## config.mk

```make
export PLATFORM = sky130hd
export DESIGN_NAME = fetch_stage
export DESIGN_NICKNAME = d
export VERILOG_FILES = /design/src/rtl/fetch_stage.sv
export SDC_FILE = /design/constraint.sdc
export NUM_CORES = 1
export LEC_CHECK = 0
export CAP_MARGIN = 20
export CORE_MARGIN = 2
export CORE_UTILIZATION = 48
export CTS_BUF_LIST = sky130_fd_sc_hd__clkbuf_8
export DETAILED_ROUTE_END_ITERATION = 16
export GPL_ROUTABILITY_DRIVEN = 0
export MAX_ROUTING_LAYER = met4
export PLACE_DENSITY = 0.79
export SLEW_MARGIN = 20
export SYNTH_ARGS = -nofsm -noshare
export SYNTH_HDL_FRONTEND = slang
export SYNTH_SLANG_ARGS = --single-unit
export TNS_END_PERCENT = 100
```

## constraint.sdc

```tcl
create_clock -name clk -period 2.22 [get_ports clk]
set_input_delay 0.333 -clock clk [delete_from_list [all_inputs] [get_ports clk]]
set_output_delay 0.333 -clock clk [all_outputs]
set_load 0.05 [all_outputs]
```

## src/rtl/fetch_stage.sv

```systemverilog
// -----------------------------------------------------------------------------
// fetch_stage
//   Instruction-fetch stage of the 4-stage 8-bit pipeline. Owns the program
//   counter and an instruction ROM. The ROM is read combinationally at the
//   current pc. One instruction per cycle is registered into the IF/ID
//   boundary. The decode stage can redirect fetch with pc_src/branch_target.
//   A redirect squashes the slot that would have been fetched from the old pc.
//
//   Update priority on each rising edge: rst > pc_src > stall > normal fetch.
//
// Parameters
//   PC_W          PC width; ROM depth is 2**PC_W words
//   INSTR_W       instruction width
//   RESET_PC      pc value loaded on reset
//   NOP_INSTR     value driven on instr whenever instr_valid = 0
//   INIT_FILE     name of the ROM image
//   USE_INIT_FILE 1 = ROM held in a memory array filled at elaboration;
//                 0 = ROM computed combinationally from the address
//
// Ports
//   clk            in   rising-edge clock
//   rst            in   asynchronous, active-high reset
//   stall          in   hold pc and all IF/ID outputs this cycle
//   pc_src         in   redirect request from decode (taken branch)
//   branch_target  in   absolute redirect address, valid when pc_src = 1
//   instr          out  registered instruction (IF/ID)
//   instr_valid    out  1 = instr is a real instruction, 0 = bubble
//   pc_out         out  address that instr was fetched from
//   pc             out  current fetch address (next instruction to be read)
// -----------------------------------------------------------------------------
module fetch_stage #(
  parameter int                 PC_W          = 6,
  parameter int                 INSTR_W       = 8,
  parameter logic [PC_W-1:0]    RESET_PC      = '0,
  parameter logic [INSTR_W-1:0] NOP_INSTR     = '0,
  parameter                     INIT_FILE     = "imem.hex",
  parameter bit                 USE_INIT_FILE = 1'b1
) (
  input  logic               clk,
  input  logic               rst,
  input  logic               stall,
  input  logic               pc_src,
  input  logic [PC_W-1:0]    branch_target,
  output logic [INSTR_W-1:0] instr,
  output logic               instr_valid,
  output logic [PC_W-1:0]    pc_out,
  output logic [PC_W-1:0]    pc
);

  localparam int ROM_DEPTH = 2 ** PC_W;

  // Built-in ROM image: a fixed function of the address. Every word is
  // distinct across the default 64-entry space and never equals 8'h00, so a
  // real instruction cannot be confused with a bubble.
  function automatic logic [INSTR_W-1:0] default_word(input logic [PC_W-1:0] addr);
    int unsigned v;
    v = 32'(addr) * 32'd29 + 32'd7;
    return v[INSTR_W-1:0];
  endfunction

  // Combinational ROM read at the current fetch address.
  logic [INSTR_W-1:0] rom_data;

  generate
    if (USE_INIT_FILE) begin : g_file_rom
      // NOTE: ROM storage is never reset. Its contents are set at
      // elaboration, and only the pipeline registers below take rst.
      logic [INSTR_W-1:0] mem [0:ROM_DEPTH-1];

      initial begin
        for (int a = 0; a < ROM_DEPTH; a++) mem[a] = default_word(PC_W'(a));
      end

      assign rom_data = mem[pc];
    end else begin : g_default_rom
      // NOTE: a combinational block assigns its output on every path. Here
      // that is a single unconditional assignment, so no latch can be inferred.
      always_comb begin
        rom_data = default_word(pc);
      end
    end
  endgenerate

  // The PC and IF/ID registers live in one block so the priority order
  // (rst > pc_src > stall > normal) reads top to bottom.
  // NOTE: state is updated with non-blocking assignments. Every right-hand
  // side therefore sees the pre-edge values. For example, pc_out <= pc
  // captures the address that rom_data was read from.
  always_ff @(posedge clk or posedge rst) begin
    if (rst) begin
      pc          <= RESET_PC;
      instr       <= NOP_INSTR;
      instr_valid <= 1'b0;
      pc_out      <= '0;
    end else if (pc_src) begin
      // A taken branch resolved in decode. The instruction fetched at the old
      // pc is wrong-path, so a bubble goes out instead. pc_out keeps its value.
      // The redirect wins over stall.
      pc          <= branch_target;
      instr       <= NOP_INSTR;
      instr_valid <= 1'b0;
    end else if (!stall) begin
      instr       <= rom_data;
      instr_valid <= 1'b1;
      pc_out      <= pc;
      pc          <= pc + PC_W'(1);  // wraps modulo 2**PC_W
    end
  end

endmodule

```

=== After elaboration in Yosys (flattened, before gate mapping) ===
Memories as Yosys holds them, arrays and structs flattened.
Index checks and enable logic that the tools add are counted.

* Latch bits: 0
* Output and inout port bits: 21
* Register bits after elaboration: 21
* Memories kept: 1
* ROM bits: 512
* Input port bits: 10
* RAM bits: 0
* Logic and storage cells: 16

{| class="wikitable"
|+ Memory list
! memory !! words !! width !! read ports !! clocked after Yosys merged registers in !! wr ports !! line !! RTL
|-
| g_file_rom.mem || 64 || 8 || 1 || 0 || 0 || 68 || <nowiki>logic [INSTR_W-1:0] mem [0:ROM_DEPTH-1];</nowiki>
|}

* Reduce and logical (&&, ||, !) cells: 1
* Bitwise gates (word level): 2
* Shift-type cells: 0
* Muxes and demuxes: 6
* Add/sub/neg operators: 1
* $lt $le $gt $ge: 0
* Equal/unequal tests: 1
* Divide/modulo/power cells: 0
* Multipliers: 0

{| class="wikitable"
|+ Operator list
! operator !! count
|-
| $mux W8 || 2
|-
| $mux W6 || 2
|-
| $add A6 B1 Y6 const B || 1
|-
| $mux W1 || 2
|-
| $ne A2 B1 Y1 const B || 1
|-
| $not A1 Y1 || 2
|-
| $reduce_and A2 Y1 || 1
|}

=== Longest topological paths before layout ===
Gate-level depths: netlist (run 1).

* Depth in word-level cells: 3
* Gate-level depth with buffers: 7
* Gate-level depth less buffers: 7

=== Least setup slack after synthesis (run 1) ===
Ideal clock, no wire load.

* Path type: register -> register
* Start point: register pc[0]
* End point: register instr[5]
* Setup slack: -0.276 ns
* Buffers on the path: 1
* Data required time: 2.096 ns
* Stages on the path, launching flop included: 8
* Clock period less this slack: 2.496 ns
* Arrival time: 2.372 ns
* Library setup time: 0.124 ns
* Cells stage by stage: dfrtp_1 -> clkbuf_1 -> inv_1 -> ha_1 -> and2_1 -> a2111oi_0 -> nor4bb_1 -> a211o_1

* Cells in the longest elaborated chain, start to end: 3

{| class="wikitable"
|+ RTL lines
! element !! line !! RTL
|-
| start: declaration || 47 || <nowiki>output logic [PC_W-1:0] pc</nowiki>
|-
| start signal: assignment || 99 || <nowiki>pc <= branch_target;</nowiki>
|-
| start signal: assignment || 106 || <nowiki>pc <= pc + PC_W'(1);</nowiki>
|-
| $mem_v2 Z64 W8 || - ||
|-
| $mux W8 || 102 || <nowiki>end else if (!stall) begin</nowiki>
|-
| $mux W8 || 95 || <nowiki>end else if (pc_src) begin</nowiki>
|-
| end signal: assignment || 103 || <nowiki>instr <= rom_data;</nowiki>
|-
| end: declaration || 44 || <nowiki>output logic [INSTR_W-1:0] instr,</nowiki>
|}

No other way between the ends. The select of a mux whose other input is x is not followed.
A chain may end at the register's enable or synchronous reset.

=== Worst setup path after layout (run 1) ===
* Start point: register pc[0]
* End point: output port pc[0]

No word-level cell between the ends.

==> results of run 1 <==
## layer usage
| metal | wire, um | track usage | share of wire |
|---|---|---|---|
| met5 | 0 | - | 0 |
| met4 | 61 | 0.09841 | 0.016 |
| met3 | 192 | 0.02814 | 0.051 |
| met2 | 1880 | 0.3866 | 0.50 |
| met1 | 1634 | 0.2853 | 0.43 |
## cell type report
cell class	instances	area, um2	area share
flip-flops and latches	21	528.0	0.2776
well taps	33	41.29	0.02171
multi-input cells	118	863.3	0.4539
repair buffers	43	390.4	0.2053
clock buffers	3	41.29	0.02171
clock inverters	1	3.754	0.001974
inverters	9	33.78	0.01776
## kinds of logic after synthesis
group / count (synthesis) / synth area share
muxes: 9 / 0.06481
adders and majority gates: 13 / 0.1094
AOI/OAI and AO/OA: 44 / 0.2096
buffers and inverters: 21 / 0.06565
DFF: 21 / 0.3535
xor gates and xnor gates: 6 / 0.03535
and+or+nand+nor: 46 / 0.1616
## where the power goes
part	total [mW]	leakage, nW	switching [mW]	internal [mW]
Sequential	0.480	0.262	0.0440	0.436
Clock	0.246	0.0269	0.122	0.123
Combinational	0.702	0.535	0.440	0.262
## state kept, by name, indices dropped and copies added, names as in the netlist
signal / count
pc: 6
instr_valid: 1
pc_out: 6
instr: 8
## per-stage QoR
stage | cells | instance area, um2
2_1_floorplan | 160 | 1499
3_3_place_gp | 224 | 1857
3_5_place_dp | 224 | 1857
4_1_cts | 228 | 1902
5_1_grt | 228 | 1902
6_report | 228 | 1902
## path summary, 6_finish.rpt
| check | endpoint |
|---|---|
| max in group asynchronous | instr[7]$_DFFE_PP0P_ |
| hold reg to reg | instr[5]$_DFFE_PP0P_ |
| setup / recovery | pc[0] |
| min in group clk | instr[5]$_DFFE_PP0P_ |
| hold / removal | instr[2]$_DFFE_PP0P_ |
| setup reg to reg | instr[5]$_DFFE_PP0P_ |
## cell usage in the layout (no fill, tap or decap), drive strengths merged, types with 5 or more instances in the layout
| cell | n |
|---|---|
| o21ai | 11 |
| ha | 13 |
| dfrtp | 21 |
| a21oi | 10 |
| nand2 | 14 |
| nor2 | 13 |
| inv | 10 |
| mux2 | 5 |
| nor3b | 5 |
| buf | 16 |
| clkdlybuf4s50 | 27 |
## critical path, cell delays in order, from the launching register on
cell and delay [ns]:
dfrtp_2 0.36, buf_4 0.21, clkdlybuf4s50_1 0.83
==> results.yml, run 1 <==
synthesis:
  yosysMostFrequentCell: "dfrtp_1"
  syn-num-nets: 183
  synth_area_leader_cell: "dfrtp_1"
  synthTopCellsByArea: "dfrtp_1 35%, ha_1 11%, mux2_2 3.8%"
  netlist-cell-type-count: 44
  syn_area_per_cell_um2: 9.290
  syn-cell-area_mm2: 0.001486
  yosysWarnings: 0
  netlist.area_leader.share: 0.3535
  ys_seq_elements: 21
  seq_area_frac_synth: 0.3535
  syn-instance-count: 160
  synthFlopType: "dfrtp_1"
  ys_top_cells_by_count: "21 x dfrtp_1, 14 x nand2_1, 13 x ha_1"
  async_flop_share: 1.000
  synth-edff-count: 0
drt:
  wire_per_inst_um: 16.53
  detail-route-antenna-nets: 0
  firstDrtPassIters: 4
  num_vias: 1363
  drtIter0Drc: 50
  wl_um: 3769
  drc: 0
  vias_per_cell: 5.978
sta:
  fmax_mhz: 502.8
  fin_crit_sh: 0.8958
  setup_ws_ns: 0.2312
  hold_viol: 0
  fin_worst_skew_ns: 0.001472
  setup_viol: 0
  rsz0062_at_grt: "no"
  finalSetupTns_ns: 0
  holdWs_ns: 0.4233
  slew_headroom: 0.6229
  final.min_clock_period_ns: 1.989
  tightest_slew_ns: 0.5651
  final-max-slew-violation-count: 0
clocking:
  cts.reportedPaths.clkPinSlew_ns: 0.08
  cts_setup_buffers: 0
  cts_made_buffers: 3
  cts_sinks: 21
  htree_levels: 1
  clkLatencyLatePin_ns: 0.26
  tritoncts: "done"
  cts.repair.resized: 0
  root_buffer: "clkbuf_8"
  hold_buffers: 0
  cts_buffer_depth: 2
critical_path:
  setup.worst_path.end_class: "output port"
  critPathLaunchType: "flip-flop"
  reg2reg_setup_slack_ns: 0.25
  path_class: "flip-flop to output port"
  r2r_start: "pc[1]$_DFFE_PP0P_"
  r2r_cells: 6
  arrival_ns: 1.66
  startpoint: "pc[0]$_DFFE_PP0P_"
  worst-path-max-fanout: 14
  cp.required_ns: 1.89
finish:
  drive_above_1_share: 0.1538
  layout.nets: 219
  antenna_cells: 0
  syn_to_final_growth_pct: 27.95
  nFillCells: 231
  finish.utilization: 0.6333
status:
  status: "complete, no violations"
placed_design:
  hpwlAfterDp_um: 2844
  numPortBuffers: 30
  place_ws_ns: 0.3159
floorplan:
  rows: 20
  dieHeight_um: 59.65
  fp.dieArea_mm2: 0.003558
  die_width_um: 59.65
  initial_core_util: 0.4950
  ios: 31
  core_area_mm2: 0.003003
grt:
  grt_use_total: 0.2330
  first_global_vias: 1359
  grt_max_degree: 20
  grt_overflow: 0
  grt_pass1_wl_um: 6120
  antenna_found_initial: 0
pwr:
  power.total_mw: 1.427
  ir_drop_uv: 505.5
  power.density_mw_per_mm2: 750.6
  cellLeakagePower_nw: 0.8242
run:
  maxCapViolCount: 0
hold_path:
  hp-class: "primary input to async pin"
(Power assumes the default switching activity.)
==> run 2, diff against run 1 <==
--- a/config.mk
+++ b/config.mk
@@ -5,14 +5,14 @@
 export SDC_FILE = /design/constraint.sdc
 export NUM_CORES = 1
 export LEC_CHECK = 0
-export CAP_MARGIN = 20
+export CAP_MARGIN = 5
 export CORE_MARGIN = 2
 export CORE_UTILIZATION = 48
 export CTS_BUF_LIST = sky130_fd_sc_hd__clkbuf_8
 export DETAILED_ROUTE_END_ITERATION = 16
 export GPL_ROUTABILITY_DRIVEN = 0
 export MAX_ROUTING_LAYER = met4
-export PLACE_DENSITY = 0.79
+export PLACE_DENSITY = 0.77
 export SLEW_MARGIN = 20
 export SYNTH_ARGS = -nofsm -noshare
 export SYNTH_HDL_FRONTEND = slang
==> run 2 against run 1 <==
Net effect: worst hold slack got worse by 0.013 ns; highest routed layer unchanged; fmax decreased by 2.1%; first-iteration DRC count increased by 88%; critical endpoint is now pc[5].
==> results.yml, run 2 (synthesis results as in run 1) <==
grt:
  grt_pass1_wl_um: 6023
  grt_overflow: 0
  grtUsageMet1: 0.3141
  first_global_vias: 1284
  antenna_found_initial: 0
  busiest_layer: "met2"
  met2_usage: 0.3540
  use_met3: 0.03896
  grt_use_total: 0.2307
  grt_max_degree: 20
floorplan:
  fp.dieArea_mm2: 0.003558
  core_area_mm2: 0.003003
  dieHeight_um: 59.65
  rows: 20
  ios: 31
  die_width_um: 59.65
  initial_core_util: 0.4950
critical_path:
  cpLargestDelayFamily: "buffers and inverters"
  arrival_ns: 1.70
  worst-path-max-fanout: 11
  path_cells: "clkdlybuf4s50_1"
  critPathLaunchType: "flip-flop"
  worst-path-buf-inv: 1
  critPathMaxStageDelay_ns: 0.88
  setup.worst_path.end_class: "output port"
  cp.required_ns: 1.89
  crit_path_top_delay_cell: "clkdlybuf4s50_1"
  path_class: "flip-flop to output port"
sta:
  final-max-slew-violation-count: 0
  hold_viol: 0
  tightest_slew_ns: 0.5549
  slew_headroom: 0.6297
  fin_crit_sh: 0.9147
  setup_viol: 0
  rsz0062_at_grt: "no"
  finalSetupTns_ns: 0
  final.min_clock_period_ns: 2.031
  setup_ws_ns: 0.1893
  fmax_mhz: 492.4
  holdWs_ns: 0.4107
  fin_worst_skew_ns: 0.005973
pwr:
  power.total_mw: 1.422
  ir_drop_uv: 451.6
  power.density_mw_per_mm2: 747.0
  cellLeakagePower_nw: 0.8222
finish:
  drive_above_1_share: 0.1590
  syn_to_final_growth_pct: 28.03
  seq_area_um2: 528.0
  top_regs: "instr x8, pc x6, pc_out x6"
  antenna_cells: 0
  largest_reg_flops: 8
  nFillCells: 249
  regMostFlops: "instr"
  multiInputGateArea_um2: 863.3
  design_area_mm2: 0.001903
  layout.nets: 219
  layout_commonest_cell: "clkdlybuf4s50_1"
  mostFrequentLayoutCells: "27 x clkdlybuf4s50_1, 19 x dfrtp_1, 16 x buf_4"
placed_design:
  place_ws_ns: 0.2534
  numPortBuffers: 30
  hpwlAfterDp_um: 2796
  dpl_cell_area_mm2: 0.001857
clocking:
  htree_levels: 1
  cts_buffer_depth: 2
  root_buffer: "clkbuf_8"
  cts_made_buffers: 3
  cts_setup_buffers: 0
  tritoncts: "done"
  cts_sinks: 21
  cts.repair.resized: 0
  clkLatencyLatePin_ns: 0.26
  cts.reportedPaths.clkPinSlew_ns: 0.08
  hold_buffers: 0
hold_path:
  hp-class: "primary input to async pin"
drt:
  detail-route-antenna-nets: 0
  wl_um: 3602
  firstDrtPassIters: 4
  drtIter0Drc: 94
  vias_per_cell: 5.899
  wire_per_inst_um: 15.80
  num_vias: 1345
  drc: 0
status:
  status: "complete, no violations"
run:
  maxCapViolCount: 0
-- run 2: cell count changes in the layout (fill, tap and decap cells not counted), sizes merged --
| cell | previous run | this run |
|---|---|---|
| clkinv | 0 | 1 |
| inv | 10 | 9 |
-- run 2: through the flow --
step,util,cells
after floorplan,-,160
after global placement,0.6183,224
after detailed placement,0.6183,224
after CTS,0.6338,228
after global routing,0.6338,228
final,0.6338,228
-- run 2: worst paths after layout --
path                                      start               endpoint  slack, ns  cells after the start
hold reg to reg            instr[5]$_DFFE_PP0P_   instr[5]$_DFFE_PP0P_       0.50                      1
hold / removal                              rst  pc_out[5]$_DFFE_PP0P_       0.41                      2
min in group clk           instr[5]$_DFFE_PP0P_   instr[5]$_DFFE_PP0P_       0.50                      1
setup reg to reg              pc[1]$_DFFE_PP0P_   instr[7]$_DFFE_PP0P_       0.22                      6
max in group asynchronous                   rst  pc_out[0]$_DFFE_PP0P_       1.30                      3
setup / recovery              pc[5]$_DFFE_PP0P_                  pc[5]       0.19                      1
-- run 2: layout make-up --
type | instances | share of cell area
inverters | 9 | 0.01775
multi-input cells | 118 | 0.4536
clock buffers | 3 | 0.02170
flip-flops and latches | 21 | 0.2774
clock inverters | 1 | 0.002630
well taps | 33 | 0.02170
repair buffers | 43 | 0.2051
-- run 2: routing by layer --
metal	share of wire	vias up	wire length, um
met4	0.012	0	44
met2	0.49	49	1757
met3	0.052	6	188
met5	0	-	0
li1	-	642	-
met1	0.45	648	1612
-- run 2: report_power, final --
| group | internal [mW] | total, mW | switching, mW |
|---|---|---|---|
| logic | 0.258 | 0.683 | 0.424 |
| clock network | 0.125 | 0.249 | 0.124 |
| registers | 0.436 | 0.489 | 0.0533 |
| total | 0.819 | 1.42 | 0.602 |
==> run 3, diff against run 2 <==
--- a/config.mk
+++ b/config.mk
@@ -5,14 +5,15 @@
 export SDC_FILE = /design/constraint.sdc
 export NUM_CORES = 1
 export LEC_CHECK = 0
+export ABC_AREA = 1
 export CAP_MARGIN = 5
 export CORE_MARGIN = 2
-export CORE_UTILIZATION = 48
+export CORE_UTILIZATION = 47
 export CTS_BUF_LIST = sky130_fd_sc_hd__clkbuf_8
 export DETAILED_ROUTE_END_ITERATION = 16
 export GPL_ROUTABILITY_DRIVEN = 0
 export MAX_ROUTING_LAYER = met4
-export PLACE_DENSITY = 0.77
+export PLACE_DENSITY = 0.75
 export SLEW_MARGIN = 20
 export SYNTH_ARGS = -nofsm -noshare
 export SYNTH_HDL_FRONTEND = slang
==> constraint.sdc (replaced) <==
create_clock -name clk -period 1.7 [get_ports clk]
set_input_delay 0.255 -clock clk [delete_from_list [all_inputs] [get_ports clk]]
set_output_delay 0.255 -clock clk [all_outputs]
set_load 0.05 [all_outputs]
==> run 3 against run 2 <==
Net effect: clock-buffer cell count unchanged; register-to-register slack worse by 0.05 ns; synthesized cell count up 26%; wire length up 3.5%; flip-flop and latch count unchanged; worst setup slack worse by 0.024 ns; critical endpoint is now instr[5]$_DFFE_PP0P_; largest power group unchanged; highest routed layer unchanged.
==> results.yml, run 3 <==
sta:
  slew_headroom: 0.6812
  finalSetupTns_ns: 0
  fmax_mhz: 651.7
  hold_viol: 0
  final-max-slew-violation-count: 0
  fin_worst_skew_ns: 0.004536
  rsz0062_at_grt: "no"
  setup_viol: 0
  setup_ws_ns: 0.1655
  final.min_clock_period_ns: 1.535
  tightest_slew_ns: 0.4782
  fin_crit_sh: 0.9026
status:
  status: "complete, no violations"
finish:
  antenna_cells: 0
  regMostFlops: "instr"
  design_area_mm2: 0.001901
  mostFrequentLayoutCells: "58 x nand2_1, 29 x buf_4, 23 x nand3_1"
  drive_above_1_share: 0.1992
  layout.nets: 265
  syn_to_final_growth_pct: 29.28
  top_regs: "instr x8, pc x6, pc_out x6"
  layout_commonest_cell: "nand2_1"
  largest_reg_flops: 8
  fin_cells: 274
synthesis:
  async_flop_share: 1.000
  ys_seq_elements: 21
  synth_fa_ha_area_frac: 0.1106
  synthTopCellsByArea: "dfrtp_1 36%, nand2_1 15%, ha_1 11%"
  muxShareOfSynthArea: 0
  syn-num-nets: 224
  netlist-cell-type-count: 25
  synth_simple_gate_area_frac: 0.3191
  synth_area_leader_cell: "dfrtp_1"
  synth_top_family_by_area: "simple AND/OR/NAND/NOR gates"
  yosysWarnings: 0
  yosysMostFrequentCell: "nand2_1"
  syn-cell-area_mm2: 0.001470
  syn-instance-count: 201
  synthFlopType: "dfrtp_1"
  synth-edff-count: 0
  ys_top_cells_by_count: "58 x nand2_1, 23 x nand3_1, 21 x dfrtp_1"
  synth_xor_xnor_area_share: 0
  netlist.area_leader.share: 0.3574
  syn_area_per_cell_um2: 7.314
  seq_area_frac_synth: 0.3574
  synth_compound_area_frac: 0.1200
critical_path:
  startpoint: "pc[0]$_DFFE_PP0P_"
  path_cells: "inv_1 > ha_1 > nand2_1 > nand3_1 > nand2_1 > nand2_1 > nand3_1 > nand2_1"
  crit_path_top_delay_cell: "dfrtp_2"
  critPathMaxStageDelay_ns: 0.42
  arrival_ns: 1.69
  r2r_start: "pc[0]$_DFFE_PP0P_"
  critPathLaunchType: "flip-flop"
  path_class: "flip-flop to flip-flop"
  worst-path-max-fanout: 5
  setup.worst_path.end_class: "flip-flop"
  cp.required_ns: 1.85
  crit_top_cell: "nand2_1"
clocking:
  hold_buffers: 0
  clkLatencyLatePin_ns: 0.26
  htree_levels: 1
  cts.repair.resized: 0
  root_buffer: "clkbuf_8"
  cts_setup_buffers: 0
  cts_buffer_depth: 2
  cts.reportedPaths.clkPinSlew_ns: 0.08
  cts_sinks: 21
  cts_made_buffers: 3
  tritoncts: "done"
drt:
  firstDrtPassIters: 4
  num_vias: 1479
  detail-route-antenna-nets: 0
  drtIter0Drc: 77
  drc: 0
  wl_um: 3727
  wire_per_inst_um: 13.60
  vias_per_cell: 5.398
placed_design:
  dp_cells: 270
  place_ws_ns: 0.1303
  numPortBuffers: 30
  dpl_cell_area_mm2: 0.001856
  hpwlAfterDp_um: 2771
floorplan:
  fp.dieArea_mm2: 0.003592
  core_area_mm2: 0.003003
  initial_core_util: 0.4896
  dieHeight_um: 59.93
  ios: 31
  rows: 20
  die_width_um: 59.93
pwr:
  ir_drop_uv: 560.4
  power.total_mw: 1.798
  cellLeakagePower_nw: 0.9704
  power.density_mw_per_mm2: 945.9
hold_path:
  hp-class: "primary input to async pin"
grt:
  grt_max_degree: 22
  grt_use_total: 0.2377
  first_global_vias: 1406
  antenna_found_initial: 0
  grt_pass1_wl_um: 6196
  grt_overflow: 0
run:
  maxCapViolCount: 0
[run 3: cell count changes in the layout (fill, tap and decap cells not counted), sizes merged, moves of 7 or more]
cell,change
nor2,+7
nand2,+45
inv,+13
clkdlybuf4s50,-18
buf,+17
nand3,+23
[run 3: metrics by stage]
| step | hold slack (ns) | util |
|---|---|---|
| after floorplan | 0.2313 | - |
| after global placement | 0.4627 | 0.6179 |
| after detailed placement | 0.4710 | 0.6179 |
| after CTS | 0.3324 | 0.6329 |
| after global routing | 0.3570 | 0.6329 |
| final | 0.3224 | 0.6329 |
[run 3: power by group]
| part | switching, mW | internal [mW] | leakage, nW |
|---|---|---|---|
| clock network | 0.163 | 0.161 | 0.0269 |
| logic | 0.550 | 0.286 | 0.683 |
| registers | 0.0721 | 0.565 | 0.261 |
| total | 0.785 | 1.01 | 0.970 |
[run 3: final cells by class]
| class | instances | area (um2) |
|---|---|---|
| clock buffer | 3 | 41.29 |
| clock inverter | 1 | 3.754 |
| fill | 285 | 1102 |
| inverter | 23 | 88.84 |
| multi-input combinational | 151 | 808.3 |
| sequential | 21 | 529.3 |
| tap | 33 | 41.29 |
| timing repair buffer | 42 | 387.9 |
[run 3: final timing paths]
kind / to / slack (ns) / cells past startpoint
worst max register to register: instr[5]$_DFFE_PP0P_ / 0.17 / 8
worst min register to register: pc_out[5]$_DFFE_PP0P_ / 0.48 / 2
min in group clk: pc_out[5]$_DFFE_PP0P_ / 0.48 / 2
worst max-delay path: instr[5]$_DFFE_PP0P_ / 0.17 / 8
max in group asynchronous: pc[0]$_DFFE_PP0P_ / 1.15 / 3
worst min-delay path: instr[6]$_DFFE_PP0P_ / 0.32 / 3
[run 3: cells by family (layout without fill, tap and decap cells)]
| kind of cell | Yosys count | after routing |
|---|---|---|
| compound gates | 31 | 31 |
| buf+inv | 29 | 69 |
| simple gates | 107 | 107 |
| flops | 21 | 21 |
| fa+ha+maj | 13 | 13 |
[run 3: worst max-delay path, delay by kind of cell, from the launching register on]
family,cells,cell delay (ns)
AND/OR/NAND/NOR,6,0.57
flip-flops,1,0.42
adder cells (fa/ha/maj),1,0.31
buffers and inverters,1,0.14
[run 3: metal layers]
metal | global-route usage | share of wire
met5 | - | 0
met3 | 0.02814 | 0.069
met2 | 0.3835 | 0.47
met4 | 0.09841 | 0.025
met1 | 0.3009 | 0.43
